==> config.mk <==
export PLATFORM = sky130hd
export DESIGN_NAME = ycbcr444_to_422
export DESIGN_NICKNAME = d
export VERILOG_FILES = /design/src/rtl/video_pkg.sv /design/src/rtl/video_sync_delay.sv /design/src/rtl/ycbcr444_to_422.sv
export SDC_FILE = /design/constraint.sdc
export NUM_CORES = 1
export LEC_CHECK = 0
export ABC_AREA = 1
export CAP_MARGIN = 0
export CORE_MARGIN = 2
export CORE_UTILIZATION = 48
export DETAILED_ROUTE_END_ITERATION = 16
export PLACE_DENSITY = 0.76
export SLEW_MARGIN = 20
export SYNTH_ARGS = -nofsm -noshare
export SYNTH_HDL_FRONTEND = slang
export SYNTH_HIERARCHICAL = 1
export SYNTH_SLANG_ARGS = --single-unit
==> constraint.sdc <==
create_clock -name clk -period 2.1 [get_ports clk]
set_input_delay 0.42 -clock clk [delete_from_list [all_inputs] [get_ports clk]]
set_output_delay 0.42 -clock clk [all_outputs]
set_load 0.1 [all_outputs]
==> src/rtl/video_pkg.sv <==
// Shared video definitions: chroma selector encoding, default widths and a
// round-half-up average reused by the chroma subsampler and future scalers.
package video_pkg;

    localparam int DEFAULT_PIXEL_WIDTH  = 8;
    localparam int DEFAULT_BYPASS_WIDTH = 8;
    localparam int AVG_MAX_WIDTH        = 16;

    typedef enum logic {C_CB = 1'b0, C_CR = 1'b1} chroma_sel_t;

    // Callers zero-extend narrower components; the extra sum bit prevents overflow.
    function automatic logic [AVG_MAX_WIDTH-1:0] avg_round_up(
        input logic [AVG_MAX_WIDTH-1:0] a,
        input logic [AVG_MAX_WIDTH-1:0] b
    );
        logic [AVG_MAX_WIDTH:0] sum;
        sum = {1'b0, a} + {1'b0, b} + {{AVG_MAX_WIDTH{1'b0}}, 1'b1};
        return sum[AVG_MAX_WIDTH:1];
    endfunction

endpackage

==> src/rtl/video_sync_delay.sv <==
// Fixed-depth shift register for sync and sideband signals that travel
// alongside the video datapath.
module video_sync_delay #(
    parameter int DEPTH = 2,
    parameter int WIDTH = 1
) (
    input  logic             clk,
    input  logic             rst_n,
    input  logic [WIDTH-1:0] d,
    output logic [WIDTH-1:0] q
);

    logic [WIDTH-1:0] pipe [DEPTH];

    always_ff @(posedge clk or negedge rst_n) begin
        if (!rst_n) begin
            for (int i = 0; i < DEPTH; i++) begin
                pipe[i] <= '0;
            end
        end else begin
            pipe[0] <= d;
            for (int i = 1; i < DEPTH; i++) begin
                pipe[i] <= pipe[i-1];
            end
        end
    end

    assign q = pipe[DEPTH-1];

endmodule

==> src/rtl/ycbcr444_to_422.sv <==
// YCbCr 4:4:4 to 4:2:2 chroma subsampler: pairs adjacent pixels of each active
// run, emits Cb on the even pixel and Cr on the odd one, two-cycle latency.
module ycbcr444_to_422
    import video_pkg::*;
#(
    parameter int PIXEL_WIDTH  = DEFAULT_PIXEL_WIDTH,
    parameter int BYPASS_WIDTH = DEFAULT_BYPASS_WIDTH,
    parameter bit AVERAGE      = 1'b1
) (
    input  logic                    clk,
    input  logic                    rst_n,
    input  logic [PIXEL_WIDTH-1:0]  y_i,
    input  logic [PIXEL_WIDTH-1:0]  cb_i,
    input  logic [PIXEL_WIDTH-1:0]  cr_i,
    input  logic                    de_i,
    input  logic                    hs_i,
    input  logic                    vs_i,
    input  logic [BYPASS_WIDTH-1:0] bypass_i,
    output logic [PIXEL_WIDTH-1:0]  y_o,
    output logic [PIXEL_WIDTH-1:0]  c_o,
    output logic                    c_sel_o,
    output logic                    de_o,
    output logic                    hs_o,
    output logic                    vs_o,
    output logic [BYPASS_WIDTH-1:0] bypass_o
);

    logic                   phase;
    logic [PIXEL_WIDTH-1:0] s1_y;
    logic [PIXEL_WIDTH-1:0] s1_cb;
    logic [PIXEL_WIDTH-1:0] s1_cr;
    logic                   s1_de;
    logic                   s1_phase;
    logic [PIXEL_WIDTH-1:0] cr_hold;
    logic [PIXEL_WIDTH-1:0] cb_pair;
    logic [PIXEL_WIDTH-1:0] cr_pair;

    always_comb begin
        cb_pair = s1_cb;
        cr_pair = s1_cr;
        if (AVERAGE) begin
            cb_pair = PIXEL_WIDTH'(avg_round_up(AVG_MAX_WIDTH'(s1_cb), AVG_MAX_WIDTH'(cb_i)));
            cr_pair = PIXEL_WIDTH'(avg_round_up(AVG_MAX_WIDTH'(s1_cr), AVG_MAX_WIDTH'(cr_i)));
        end
    end

    // An even pixel in s1 is paired with whatever is at the input only if de_i is high;
    // the Cr half of the pair is parked in cr_hold for the following odd pixel.
    always_ff @(posedge clk or negedge rst_n) begin
        if (!rst_n) begin
            phase    <= 1'b0;
            s1_y     <= '0;
            s1_cb    <= '0;
            s1_cr    <= '0;
            s1_de    <= 1'b0;
            s1_phase <= 1'b0;
            cr_hold  <= '0;
            y_o      <= '0;
            c_o      <= '0;
            c_sel_o  <= C_CB;
            de_o     <= 1'b0;
        end else begin
            phase    <= de_i ? ~phase : 1'b0;
            s1_y     <= y_i;
            s1_cb    <= cb_i;
            s1_cr    <= cr_i;
            s1_de    <= de_i;
            s1_phase <= de_i & phase;
            de_o     <= s1_de;
            if (!s1_de) begin
                y_o     <= '0;
                c_o     <= '0;
                c_sel_o <= C_CB;
            end else if (s1_phase) begin
                y_o     <= s1_y;
                c_o     <= cr_hold;
                c_sel_o <= C_CR;
            end else if (de_i) begin
                y_o     <= s1_y;
                c_o     <= cb_pair;
                c_sel_o <= C_CB;
                cr_hold <= cr_pair;
            end else begin
                y_o     <= s1_y;
                c_o     <= s1_cb;
                c_sel_o <= C_CB;
            end
        end
    end

    logic [BYPASS_WIDTH+1:0] sync_q;

    video_sync_delay #(
        .DEPTH(2),
        .WIDTH(BYPASS_WIDTH + 2)
    ) u_sync_delay (
        .clk  (clk),
        .rst_n(rst_n),
        .d    ({hs_i, vs_i, bypass_i}),
        .q    (sync_q)
    );

    assign {hs_o, vs_o, bypass_o} = sync_q;

endmodule

-- Word level (Yosys, flattened, before mapping)
Cells that the tools add are included.
- add/subtract/negate cells: 4
- multiply operators: 0
- div/mod/pow operators: 0
- magnitude comparators: 0
- eq/ne operators: 0
- shift-type cells: 0
- multiplexer cells: 7
- bitwise operators: 3
- reduce and logical (&&, ||, !) cells: 1
- operators by type and width (cell ; number):
    $mux W8 ; 4
    $add A8 B8 Y9 ; 2
    $add A9 B1 Y9 const B ; 2
    $mux W1 ; 3
    $reduce_and A3 Y1 ; 1
    $not A1 Y1 ; 2
    $and A1 B1 Y1 ; 1
- register bits after elaboration: 73
- latch bits: 0
- bits in writable memories: 0
- memory bits (read-only): 0
- logic and storage cells: 28
- memories kept: 0

-- Longest topological paths before layout
Gate-level depths: netlist (run 1).
- depth in word-level cells: 5
- depth in mapped cells: 13
- mapped depth without buffers: 13

-- Hierarchy
Netlist (run 1), hierarchy kept.
- by module, submodules not included (module ; instances ; cells each ; area an instance (µm²)):
    ycbcr444_to_422 ; 1 ; 247 ; 2374.8
    video_sync_delay ; 1 ; 30 ; 575.6

-- Worst setup path before layout (run 1)
OpenSTA, ideal clock, no wires.
- kind: input to register
- from: input cb_i[0]
- to: register c_o[7]
- library setup time: 0.065 ns
- arrival time: 1.508 ns
- required time: 2.035 ns
- path slack: 0.527 ns
- stages: 13
- buffers on the path: 0
- path through: inv_1 > nand2_1 > inv_1 > fa_1 > inv_1 > nand2_1 > nand2_1 > nand3_2 > nand2_1 > nand2_1 > o21ai_0 > nand2_1 > nand2_1
- longest elaborated chain between the ends: 5
- RTL lines (what ; RTL line ; RTL):
    start: declaration ; ycbcr444_to_422.sv:13 ; input logic [PIXEL_WIDTH-1:0] cb_i,
    $add A8 B8 Y9 ; video_pkg.sv:17 ; sum = {1'b0, a} + {1'b0, b} + {{AVG_MAX_WIDTH{1'b0}}, 1'b1};
    $add A9 B1 Y9 ; video_pkg.sv:17 ;
    $mux W8 ; ycbcr444_to_422.sv:78 ; end else if (de_i) begin
    $mux W8 ; ycbcr444_to_422.sv:74 ; end else if (s1_phase) begin
    $mux W8 ; ycbcr444_to_422.sv:70 ; if (!s1_de) begin
    end signal: assignment ; ycbcr444_to_422.sv:76 ; c_o <= cr_hold;
    end signal: assignment ; ycbcr444_to_422.sv:80 ; c_o <= cb_pair;
    end: declaration ; ycbcr444_to_422.sv:20 ; output logic [PIXEL_WIDTH-1:0] c_o,
Every way passes these cells.
A chain may end at the register's enable or synchronous reset.

-- Worst setup path after layout (run 1)
Same ends and word-level chain as after synthesis.

==> key figures, run 1 <==
Critical path
  – Setup CP Type: in2reg
  – CP Capture Type: flip-flop
  – Required time worst endpoint: 2.38 ns
  – R2R cell count: 13
  – Worst r2r src: s1_cb[0]
  – Crit path from: cb_i[0]
  – Worst-path maximum fanout: 3
  – Crit path launch type: primary input
  – R2R setup slack: 0.44 ns
  – Arrival time of the worst setup path: 2.16 ns
  – Reg2reg end: c_o[7]

Hold path
  – Hold Path Class: reg2reg
  – WHS Path Cells: 0
  – Min-Delay Startpoint: u_sync_delay/pipe[18]
  – Worst hold endpoint: u_sync_delay/q[8]

Routing
  – Pre-antenna DRT Iters: 4
  – Routed Antenna Nets: 0
  – DRC marker count from the first detailed-route iteration: 65
  – Wire length per cell: 12.0 µm
  – Routed Wire Length: 5090 µm
  – DR vias/cell: 4.62
  – DR DRC count: 0
  – Routed vias: 1959

Power and ir drop
  – LEAKAGE: 1.93 nW
  – PwrDens: 855 nW/µm²
  – Switching pwr: 1.04 mW
  – Max VDD drop: 0.433 mV
  – Clk pwr share: 29.5%
  – Sw Share: 32.6%
  – Part of the power in registers: 48.6%
  – Pint: 2.16 mW
  – Combinational share of power: 21.9%

Logic synthesis
  – Library cells used by synthesis: 29
  – Post-Syn Instances: 277
  – Ys Warns: 6
  – Main synth FF type: dfrtp_1
  – Ys async rst share: 100%
  – Number of flops mapped to enable cells by yosys: 0
  – Post-synthesis sequential area ratio: 61.9%
  – Synthesized area per cell: 10.7 µm²
  – Syn Nets: 330
  – FF+latch count, synth: 73
  – Mapped cell area: 2950 µm²

Timing
  – FMAX: 0.532 GHz
  – Slew Viols, Final: 0
  – Final clock skew: 0.00553 ns
  – Final setup vio count: 0
  – Setup TNS: 0 ns
  – Rel. slew slack: 66.6%
  – Post-route clock period utilization: 89.5%
  – Final hold vios: 0
  – Slew @ Worst Pin: 0.501 ns
  – Hold Slack: 0.345 ns
  – Unrepaired setup endpoints after global routing: no
  – Fin crit period: 1.88 ns

Cells and area
  – # diodes: 0
  – Net count reported at finish: 397
  – Synthesis-to-finish area growth: 26.9%
  – Layout cells sized above 1: 16.6%
  – Most common cell after layout, fill and taps aside: dfrtp_1
  – Multi-input logic area: 886 µm²
  – Fillers: 464
  – Register area: 1830 µm²
  – Most frequent cells in the layout: dfrtp_1, nand2_1, inv_1

Clock tree
  – Post-CTS sizing: 0
  – CTS tree: done
  – Clock transition at the registers of the reported paths: 0.07 ns
  – Num CTS Buffers: 9
  – Clock Latency Late Sink: 0.34 ns
  – Root Buffer: clkbuf_8
  – H-tree depth: 3
  – CTS Hold Bufs: 1
  – CTS max path bufs: 2
  – Setup Buffers After CTS: 0
  – Clk sinks: 73

Run status
  – Status: finished clean

GRT
  – Met1 Use GR: 22.8%
  – GR Util met3: 3.91%
  – Initial antenna violation count: 0
  – Vias in the first global route: 1850
  – Met2 GRT Util: 25.6%
  – GR Overflow Total: 0
  – First-pass GRT wire length: 8420 µm
  – Largest net degree at the start of global routing: 46
  – GRT Util Overall: 17.3%
  – Global route hottest layer: met2

Floorplan
  – Die width: 82.4 µm
  – Core area: 5920 µm²
  – Initial core utilization: 49.8%
  – FP Rows: 28
  – Die height: 82.4 µm
  – Die area: 6790 µm²
  – # IOs: 65

Placed design
  – GPL Wtd Cong: 0.874
  – Post-DP HPWL: 3660 µm
  – # port buffers: 64

Run
  – Max-Cap Viols: 0
==> worst max path at each step <==
stage                        end  depth (start not counted)
after floorplan           c_o[7]                         13
after global placement    c_o[7]                         14
after detailed placement  c_o[7]                         14
after CTS                 c_o[7]                         14
after global routing      c_o[7]                         14
final                     c_o[7]                         14
==> per-layer routing <==
| metal | vias up | wire (µm) |
|---|---|---|
| met4 | 0 | 91 |
| met5 | - | 0 |
| li1 | 1002 | - |
| met2 | 55 | 2460 |
| met3 | 5 | 310 |
| met1 | 897 | 2230 |
==> registers in the layout, summed over array words and instances (netlist names), 8 cells and up <==
| register | flops |
|---|---|
| s1_cb | 8 |
| s1_y | 8 |
| c_o | 8 |
| cr_hold | 8 |
| u_sync_delay/q | 10 |
| y_o | 8 |
| u_sync_delay/pipe | 10 |
| s1_cr | 8 |
==> per-stage QoR <==
stage,cell area (µm²),cells,utilization [%],power (mW),setup WS [ns]
after floorplan,2950,277,-,2.08,0.527
after global placement,3560,407,60.2,2.27,-0.0450
after detailed placement,3560,407,60.2,2.29,-0.100
after CTS,3740,424,63.3,3.25,0.256
after global routing,3740,424,63.3,3.38,0.0767
final,3740,424,63.3,3.20,0.221
==> cells by family (layout without fill, tap and decap cells) <==
kind of cell / count (synthesis) / in the layout / synth area share, %
AO/OA/AOI/OAI: 34 / 34 / 6.49
XOR/XNOR: 4 / 4 / 1.19
adder cells (fa/ha/maj): 16 / 16 / 7.29
buffers and inverters: 52 / 124 / 8.06
flip-flops: 73 / 73 / 61.9
AND/OR/NAND/NOR: 98 / 98 / 15.1
==> Yosys cell counts (all sizes together), types with 3 or more instances <==
cell,number,share of area [%]
nand3,15,2.9
nor2,12,2.1
nand2,64,8.4
buf,12,2.9
nand3b,3,0.76
inv,40,5.2
xnor2,3,0.89
dfrtp,73,62
a21oi,18,3.1
o21ai,11,2.0
ha,14,5.9
==> cell type report <==
| cell class | instances | area share, % |
|---|---|---|
| Clock inverter | 6 | 1.20 |
| Timing Repair Buffer | 68 | 16.4 |
| Multi-Input combinational cell | 152 | 23.7 |
| Tap cell | 75 | 2.51 |
| Inverter | 40 | 4.08 |
| Sequential cell | 73 | 48.8 |
| Clock buffer | 10 | 3.41 |
==> power by group through the flow <==
stage | clock network, mW | logic, mW | registers (mW)
2_1_floorplan | 0 | 0.317 | 1.76
3_3_place_gp | 0 | 0.692 | 1.58
3_5_place_dp | 0 | 0.704 | 1.58
6_report | 0.945 | 0.702 | 1.55
5_1_grt | 1.05 | 0.763 | 1.57
4_1_cts | 0.985 | 0.707 | 1.56
==> worst max-delay path, cell delays in order <==
cell and delay (ns):
clkdlybuf4s50_1 0.47, inv_1 0.04, nand2_1 0.07, inv_1 0.05, fa_1 0.35, inv_1 0.08
nand2_1 0.07, nand2_1 0.11, nand3_2 0.09, nand2_1 0.07, nand2_1 0.06, o21ai_0 0.15
nand2_1 0.07, nand2_1 0.05
No activity file was read; power rests on OpenSTA's default activity.
==> run 2: changes to the inputs <==
--- a/config.mk
+++ b/config.mk
@@ -5,12 +5,12 @@
 export SDC_FILE = /design/constraint.sdc
 export NUM_CORES = 1
 export LEC_CHECK = 0
-export ABC_AREA = 1
+export ABC_AREA = 0
 export CAP_MARGIN = 0
 export CORE_MARGIN = 2
 export CORE_UTILIZATION = 48
 export DETAILED_ROUTE_END_ITERATION = 16
-export PLACE_DENSITY = 0.76
+export PLACE_DENSITY = 0.77
 export SLEW_MARGIN = 20
 export SYNTH_ARGS = -nofsm -noshare
 export SYNTH_HDL_FRONTEND = slang
==> key figures, run 2 <==
Clock tree
  – CTS Hold Bufs: 0 (was 1)
  – Root Buffer: clkbuf_8 (unchanged)
  – CTS tree: done (unchanged)
  – Setup Buffers After CTS: 0 (unchanged)
  – Clock Latency Late Sink: 0.35 ns (was 0.34 ns)
  – CTS max path bufs: 2 (unchanged)
  – Clock transition at the registers of the reported paths: 0.08 ns (was 0.07 ns)
  – H-tree depth: 3 (unchanged)
  – Num CTS Buffers: 9 (unchanged)
  – Clk sinks: 73 (unchanged)

Floorplan
  – # IOs: 65 (unchanged)
  – Die height: 81.6 µm (was 82.4 µm)
  – Initial core utilization: 49.1% (was 49.8%)
  – Die width: 81.6 µm (was 82.4 µm)
  – FP Rows: 28 (unchanged)
  – Die area: 6660 µm² (was 6790 µm²)
  – Core area: 5890 µm² (was 5920 µm²)

Logic synthesis
  – Most frequent cell after synthesis: dfrtp_1 (unchanged)
  – Syn Nets: 280 (was 330)
  – Post-Syn Instances: 227 (was 277)
  – Synth top area cells: dfrtp_1, ha_1, and2_1 (was dfrtp_1, nand2_1, ha_1)
  – Top cell type's share of synthesized area: 63.1% (was 61.9%)
  – Post-synthesis sequential area ratio: 63.1% (was 61.9%)
  – Synthesized area per cell: 12.7 µm² (was 10.7 µm²)
  – FF+latch count, synth: 73 (unchanged)
  – Ys async rst share: 100% (unchanged)
  – Mapped cell area: 2890 µm² (was 2950 µm²)
  – Library cells used by synthesis: 43 (was 29)
  – Main synth FF type: dfrtp_1 (unchanged)
  – Leading area contributor after synthesis: dfrtp_1 (unchanged)
  – Ys Warns: 6 (unchanged)
  – Commonest cells post-synth: dfrtp_1, o21ai_0, ha_1 (was dfrtp_1, nand2_1, inv_1)
  – Number of flops mapped to enable cells by yosys: 0 (unchanged)

Placed design
  – Post-DP HPWL: 3900 µm (was 3660 µm)
  – # port buffers: 64 (unchanged)
  – GPL Wtd Cong: 0.789 (was 0.874)

Cells and area
  – Most frequent cells in the layout: dfrtp_1, buf_4, clkdlybuf4s50_1 (was dfrtp_1, nand2_1, inv_1)
  – Synthesis-to-finish area growth: 34.0% (was 26.9%)
  – Fillers: 457 (was 464)
  – Layout cells sized above 1: 25.4% (was 16.6%)
  – Final core occ: 65.9% (was 63.3%)
  – Most common cell after layout, fill and taps aside: dfrtp_1 (unchanged)
  – # diodes: 0 (unchanged)
  – Net count reported at finish: 363 (was 397)

Routing
  – Routed Antenna Nets: 0 (unchanged)
  – DRC marker count from the first detailed-route iteration: 64 (was 65)
  – Routed vias: 1960 (was 1959)
  – DR vias/cell: 5.03 (was 4.62)
  – Pre-antenna DRT Iters: 4 (unchanged)
  – Routed Wire Length: 5410 µm (was 5090 µm)
  – Wire length per cell: 13.9 µm (was 12.0 µm)
  – DR DRC count: 0 (unchanged)

Critical path
  – CP Capture Type: flip-flop (unchanged)
  – Crit path launch type: primary input (unchanged)
  – Worst-path maximum fanout: 3 (unchanged)
  – Arrival time of the worst setup path: 2.29 ns (was 2.16 ns)
  – Setup CP Type: in2reg (unchanged)
  – CP max stage delay: 0.41 ns (was 0.47 ns)
  – CP cell instances: clkdlybuf4s50_1 -> or2_2 -> fa_2 -> a21o_1 -> a31oi_4 -> a21oi_1 -> nor4_1 -> nor3_1 (was clkdlybuf4s50_1 -> inv_1 -> nand2_1 -> inv_1 -> fa_1 -> inv_1 -> nand2_1 -> nand2_1 -> nand3_2 -> nand2_1 -> nand2_1 -> o21ai_0 -> nand2_1 -> nand2_1)
  – Delay-heaviest family, CP: compound AO/OA/AOI/OAI gates (was buffers and inverters)
  – CP bufs+invs: 1 (was 4)
  – Required time worst endpoint: 2.34 ns (was 2.38 ns)
  – Crit path max-delay cell type: clkdlybuf4s50_1 (unchanged)

GRT
  – First-pass GRT wire length: 8770 µm (was 8420 µm)
  – Vias in the first global route: 1957 (was 1850)
  – GR Overflow Total: 0 (unchanged)
  – GRT Util Overall: 18.0% (was 17.3%)
  – Largest net degree at the start of global routing: 30 (was 46)
  – Initial antenna violation count: 0 (unchanged)

Timing
  – Final hold vios: 0 (unchanged)
  – Setup TNS: 0 ns (unchanged)
  – Slew @ Worst Pin: 0.629 ns (was 0.501 ns)
  – Slew Viols, Final: 0 (unchanged)
  – Fin crit period: 2.05 ns (was 1.88 ns)
  – Post-route clock period utilization: 97.6% (was 89.5%)
  – FMAX: 0.488 GHz (was 0.532 GHz)
  – Final setup vio count: 0 (unchanged)
  – Final clock skew: 0.00952 ns (was 0.00553 ns)
  – Rel. slew slack: 58.1% (was 66.6%)

Power and ir drop
  – LEAKAGE: 1.79 nW (was 1.93 nW)
  – Max VDD drop: 0.645 mV (was 0.433 mV)
  – PwrDens: 905 nW/µm² (was 855 nW/µm²)

Run
  – Max-Cap Viols: 0 (unchanged)

Run status
  – Status: finished clean (unchanged)

Hold path
  – Hold Path Class: in2async (was reg2reg)
-- run 2: changes by cell type after synthesis, sizes merged, moves of 5 or more --
cell   change
inv       -33
nand2     -54
a21oi      -5
and2      +13
nor3      +10
nand3     -13
o21ai      +5
nor2       -6
-- run 2: through the flow --
stage	instances	hold slack [ns]	cell area, µm²	setup slack [ns]	power, mW
2_1_floorplan	227	0.124	2890	0.124	2.07
3_3_place_gp	374	0.332	3640	-0.331	2.31
3_5_place_dp	374	0.335	3640	-0.363	2.33
4_1_cts	390	0.0980	3860	0.0271	3.54
5_1_grt	390	0.112	3880	-0.0214	3.68
6_report	390	0.0886	3880	0.0498	3.51
-- run 2: logic make-up after synthesis --
family                   Yosys count  share of synthesized area (%)
multiplexers                       3                           1.08
AO/OA/AOI/OAI                     52                           12.0
AND/OR/NAND/NOR                   56                           10.6
buffers and inverters             22                           4.24
adder cells (fa/ha/maj)           16                           7.44
flip-flops                        73                           63.1
XOR/XNOR                           5                           1.51
-- run 2: metal layers --
| layer | wire length (µm) | up-vias | part of all wire, % | track usage (%) |
|---|---|---|---|---|
| met1 | 2330 | 949 | 43 | 21.8 |
| met2 | 2630 | 55 | 49 | 28.9 |
| met4 | 70 | 0 | 1.3 | 6.00 |
| li1 | - | 949 | - | - |
| met3 | 371 | 7 | 6.9 | 7.69 |
| met5 | 0 | - | 0 | 0 |
-- run 2: path summary, 6_finish.rpt --
kind                                             from           endpoint  slack (ns)  cells after the start
min in group clk                u_sync_delay/pipe[14]  u_sync_delay/q[4]        0.35                      0
worst max register to register               s1_cr[0]         cr_hold[7]        0.11                      7
worst max-delay path                          cr_i[0]         cr_hold[7]        0.05                      8
max in group asynchronous                       rst_n           s1_cb[1]        1.40                      2
worst min register to register  u_sync_delay/pipe[14]  u_sync_delay/q[4]        0.35                      0
worst min-delay path                            rst_n            s1_y[2]        0.09                      1
-- run 2: final cells by class --
cell class | instances | area (µm²) | area share, %
Tap cell | 75 | 93.8 | 2.42
Inverter | 7 | 26.3 | 0.678
Sequential cell | 73 | 1830 | 47.1
Multi-Input combinational cell | 132 | 961 | 24.8
Timing Repair Buffer | 87 | 751 | 19.4
Clock inverter | 6 | 90.1 | 2.32
Clock buffer | 10 | 128 | 3.29
-- run 2: timing repair --
item / 4_1_cts / 5_1_grt
setup endpoints to repair: 1 / 3
resized for setup: 1 / 3
pin swaps: 0 / 1
hold endpoints to repair: 0 / 0
-- run 2: power by group --
| group | total, mW | switching (mW) | internal [mW] |
|---|---|---|---|
| registers | 1.56 | 0.0479 | 1.51 |
| clock network | 1.20 | 0.526 | 0.675 |
| logic | 0.747 | 0.482 | 0.265 |
| total | 3.51 | 1.06 | 2.45 |
==> run 3: changes to the inputs <==
--- a/config.mk
+++ b/config.mk
@@ -7,10 +7,12 @@
 export LEC_CHECK = 0
 export ABC_AREA = 0
 export CAP_MARGIN = 0
-export CORE_MARGIN = 2
-export CORE_UTILIZATION = 48
+export CELL_PAD_IN_SITES_DETAIL_PLACEMENT = 1
+export CELL_PAD_IN_SITES_GLOBAL_PLACEMENT = 1
+export CORE_MARGIN = 4
+export CORE_UTILIZATION = 39
 export DETAILED_ROUTE_END_ITERATION = 16
-export PLACE_DENSITY = 0.77
+export PLACE_DENSITY_LB_ADDON = 0.1
 export SLEW_MARGIN = 20
 export SYNTH_ARGS = -nofsm -noshare
 export SYNTH_HDL_FRONTEND = slang
==> key figures, run 3 (synthesized netlist as in run 2, its figures left out) <==
Placed design
  – Post-DP HPWL: 4580 µm (was 3900 µm)
  – # port buffers: 64 (unchanged)
  – Placed Area: 3680 µm² (was 3640 µm²)
  – Pre-CTS setup slack: -0.355 ns (was -0.363 ns)
  – GPL Wtd Cong: 0.751 (was 0.789)

Run status
  – Status: finished clean (unchanged)

Hold path
  – Worst hold endpoint: u_sync_delay/q[9]
  – Hold Path Class: reg2reg (was in2async)
  – WHS Path Cells: 0
  – Min-Delay Startpoint: u_sync_delay/pipe[19]

Clock tree
  – CTS max path bufs: 2 (unchanged)
  – Num CTS Buffers: 9 (unchanged)
  – Setup Buffers After CTS: 0 (unchanged)
  – H-tree depth: 3 (unchanged)
  – Clock Latency Late Sink: 0.35 ns (about the same)
  – Root Buffer: clkbuf_8 (unchanged)
  – Clk sinks: 73 (unchanged)
  – CTS tree: done (unchanged)
  – Clock transition at the registers of the reported paths: 0.08 ns (about the same)

Cells and area
  – Fillers: 786 (was 457)
  – Net count reported at finish: 364 (was 363)
  – Design area: 3940 µm² (was 3880 µm²)
  – Most common cell after layout, fill and taps aside: dfrtp_1 (unchanged)
  – Final core occ: 54.6% (was 65.9%)
  – # diodes: 0 (unchanged)
  – Synthesis-to-finish area growth: 36.1% (was 34.0%)
  – Most frequent cells in the layout: dfrtp_1, buf_4, clkdlybuf4s50_1 (unchanged)
  – Layout cells sized above 1: 25.9% (was 25.4%)

Power and ir drop
  – PwrDens: 904 nW/µm² (was 905 nW/µm²)
  – Sw Share: 30.9% (was 30.1%)
  – Pint: 2.46 mW (was 2.45 mW)
  – Part of the power in registers: 43.7% (was 44.4%)
  – Combinational share of power: 21.2% (was 21.3%)
  – Switching pwr: 1.10 mW (was 1.06 mW)
  – Max VDD drop: 0.381 mV (was 0.645 mV)
  – Clk pwr share: 35.1% (was 34.3%)
  – LEAKAGE: 1.80 nW (was 1.79 nW)

Critical path
  – R2R setup slack: 0.14 ns (was 0.11 ns)
  – Worst-path maximum fanout: 3 (unchanged)
  – R2R cell count: 7 (unchanged)
  – CP max stage delay: 0.41 ns (about the same)
  – CP cell instances: clkdlybuf4s50_1 -> or2_2 -> fa_1 -> a21o_1 -> a31oi_2 -> nor3b_1 -> a31oi_1 -> o21ai_1 (was clkdlybuf4s50_1 -> or2_2 -> fa_2 -> a21o_1 -> a31oi_4 -> a21oi_1 -> nor4_1 -> nor3_1)
  – Arrival time of the worst setup path: 2.26 ns (was 2.29 ns)
  – CP bufs+invs: 1 (unchanged)
  – Worst r2r src: s1_cr[0] (unchanged)
  – Required time worst endpoint: 2.33 ns (was 2.34 ns)
  – Crit path launch type: primary input (unchanged)
  – Delay-heaviest family, CP: compound AO/OA/AOI/OAI gates (unchanged)
  – Crit path max-delay cell type: clkdlybuf4s50_1 (unchanged)
  – Setup CP Type: in2reg (unchanged)
  – CP Capture Type: flip-flop (unchanged)
  – Reg2reg end: cr_hold[5] (was cr_hold[7])

Timing
  – Final setup vio count: 0 (unchanged)
  – Rel. slew slack: 73.9% (was 58.1%)
  – Final clock skew: 0.00857 ns (was 0.00952 ns)
  – Slew Viols, Final: 0 (unchanged)
  – Unrepaired setup endpoints after global routing: yes
  – Post-route clock period utilization: 96.7% (was 97.6%)
  – FMAX: 0.493 GHz (was 0.488 GHz)
  – Setup TNS: 0 ns (unchanged)
  – Fin crit period: 2.03 ns (was 2.05 ns)
  – Final setup margin: 0.0702 ns (was 0.0498 ns)
  – Hold Slack: 0.347 ns (was 0.0886 ns)
  – Slew @ Worst Pin: 0.391 ns (was 0.629 ns)
  – Final hold vios: 0 (unchanged)

Routing
  – DR DRC count: 0 (unchanged)
  – Routed Antenna Nets: 0 (unchanged)
  – DRC marker count from the first detailed-route iteration: 27 (was 64)
  – Wire length per cell: 14.6 µm (was 13.9 µm)
  – Routed Wire Length: 6060 µm (was 5410 µm)
  – Pre-antenna DRT Iters: 4 (unchanged)
  – Routed vias: 1989 (was 1960)
  – DR vias/cell: 4.79 (was 5.03)

GRT
  – Largest net degree at the start of global routing: 24 (was 30)
  – Initial antenna violation count: 0 (unchanged)
  – Vias in the first global route: 2096 (was 1957)
  – GRT Util Overall: 15.1% (was 18.0%)
  – GR Overflow Total: 0 (unchanged)
  – First-pass GRT wire length: 10200 µm (was 8770 µm)

Run
  – Max-Cap Viols: 0 (unchanged)

Floorplan
  – Initial core utilization: 40.1% (was 49.1%)
  – Core area: 7210 µm² (was 5890 µm²)
  – Die width: 94.1 µm (was 81.6 µm)
  – # IOs: 65 (unchanged)
  – Die height: 94.1 µm (was 81.6 µm)
  – FP Rows: 31 (was 28)
  – Die area: 8860 µm² (was 6660 µm²)
==> run 3: what timing repair did <==
item / 4_1_cts / 5_1_grt
hold endpoints to repair: 12 / 0
hold buffers: 1 / 0
endpoints found under the setup margin: 0 / 6
resized for setup: 0 / 3
==> run 3: routing by layer <==
metal / up-vias / GRT usage (%) / share of wire [%]
li1: 951 / - / -
met1: 987 / 19.2 / 45
met2: 46 / 24.4 / 48
met3: 5 / 4.33 / 5.1
met4: 0 / 5.42 / 1.0
met5: - / 0 / 0
==> run 3: how the worst max path moves through the flow <==
stage | slack, ns | to | cells past startpoint | startpoint
final | 0.07 | cr_hold[5] | 8 | cr_i[0]
after detailed placement | -0.36 | cr_hold[7] | 8 | cr_i[0]
after global placement | -0.34 | cr_hold[7] | 8 | cr_i[0]
after global routing | -0.07 | cr_hold[7] | 8 | cr_i[0]
after CTS | 0.01 | cr_hold[7] | 8 | cr_i[0]
after floorplan | 0.12 | cr_hold[7] | 7 | cr_i[0]
==> run 3: cell type report <==
cell class	count	area (µm²)	share of cell area [%]
Clock buffer	9	124	3.15
Clock inverter	7	104	2.64
Inverter	7	26.3	0.667
Multi-Input combinational cell	132	960	24.4
Sequential cell	73	1830	46.4
Tap cell	99	124	3.15
Timing Repair Buffer	88	773	19.6
==> run 3: through the flow <==
step	cells	power [mW]
2_1_floorplan	227	2.07
3_3_place_gp	398	2.33
3_5_place_dp	398	2.35
4_1_cts	415	3.61
5_1_grt	415	3.74
6_report	415	3.56
==> run 3: power groups by stage <==
stage,Clock [mW],Combinational [mW],Sequential (mW)
2_1_floorplan,0,0.310,1.76
3_3_place_gp,0,0.743,1.59
3_5_place_dp,0,0.759,1.59
4_1_cts,1.29,0.762,1.56
5_1_grt,1.36,0.815,1.57
6_report,1.25,0.754,1.56
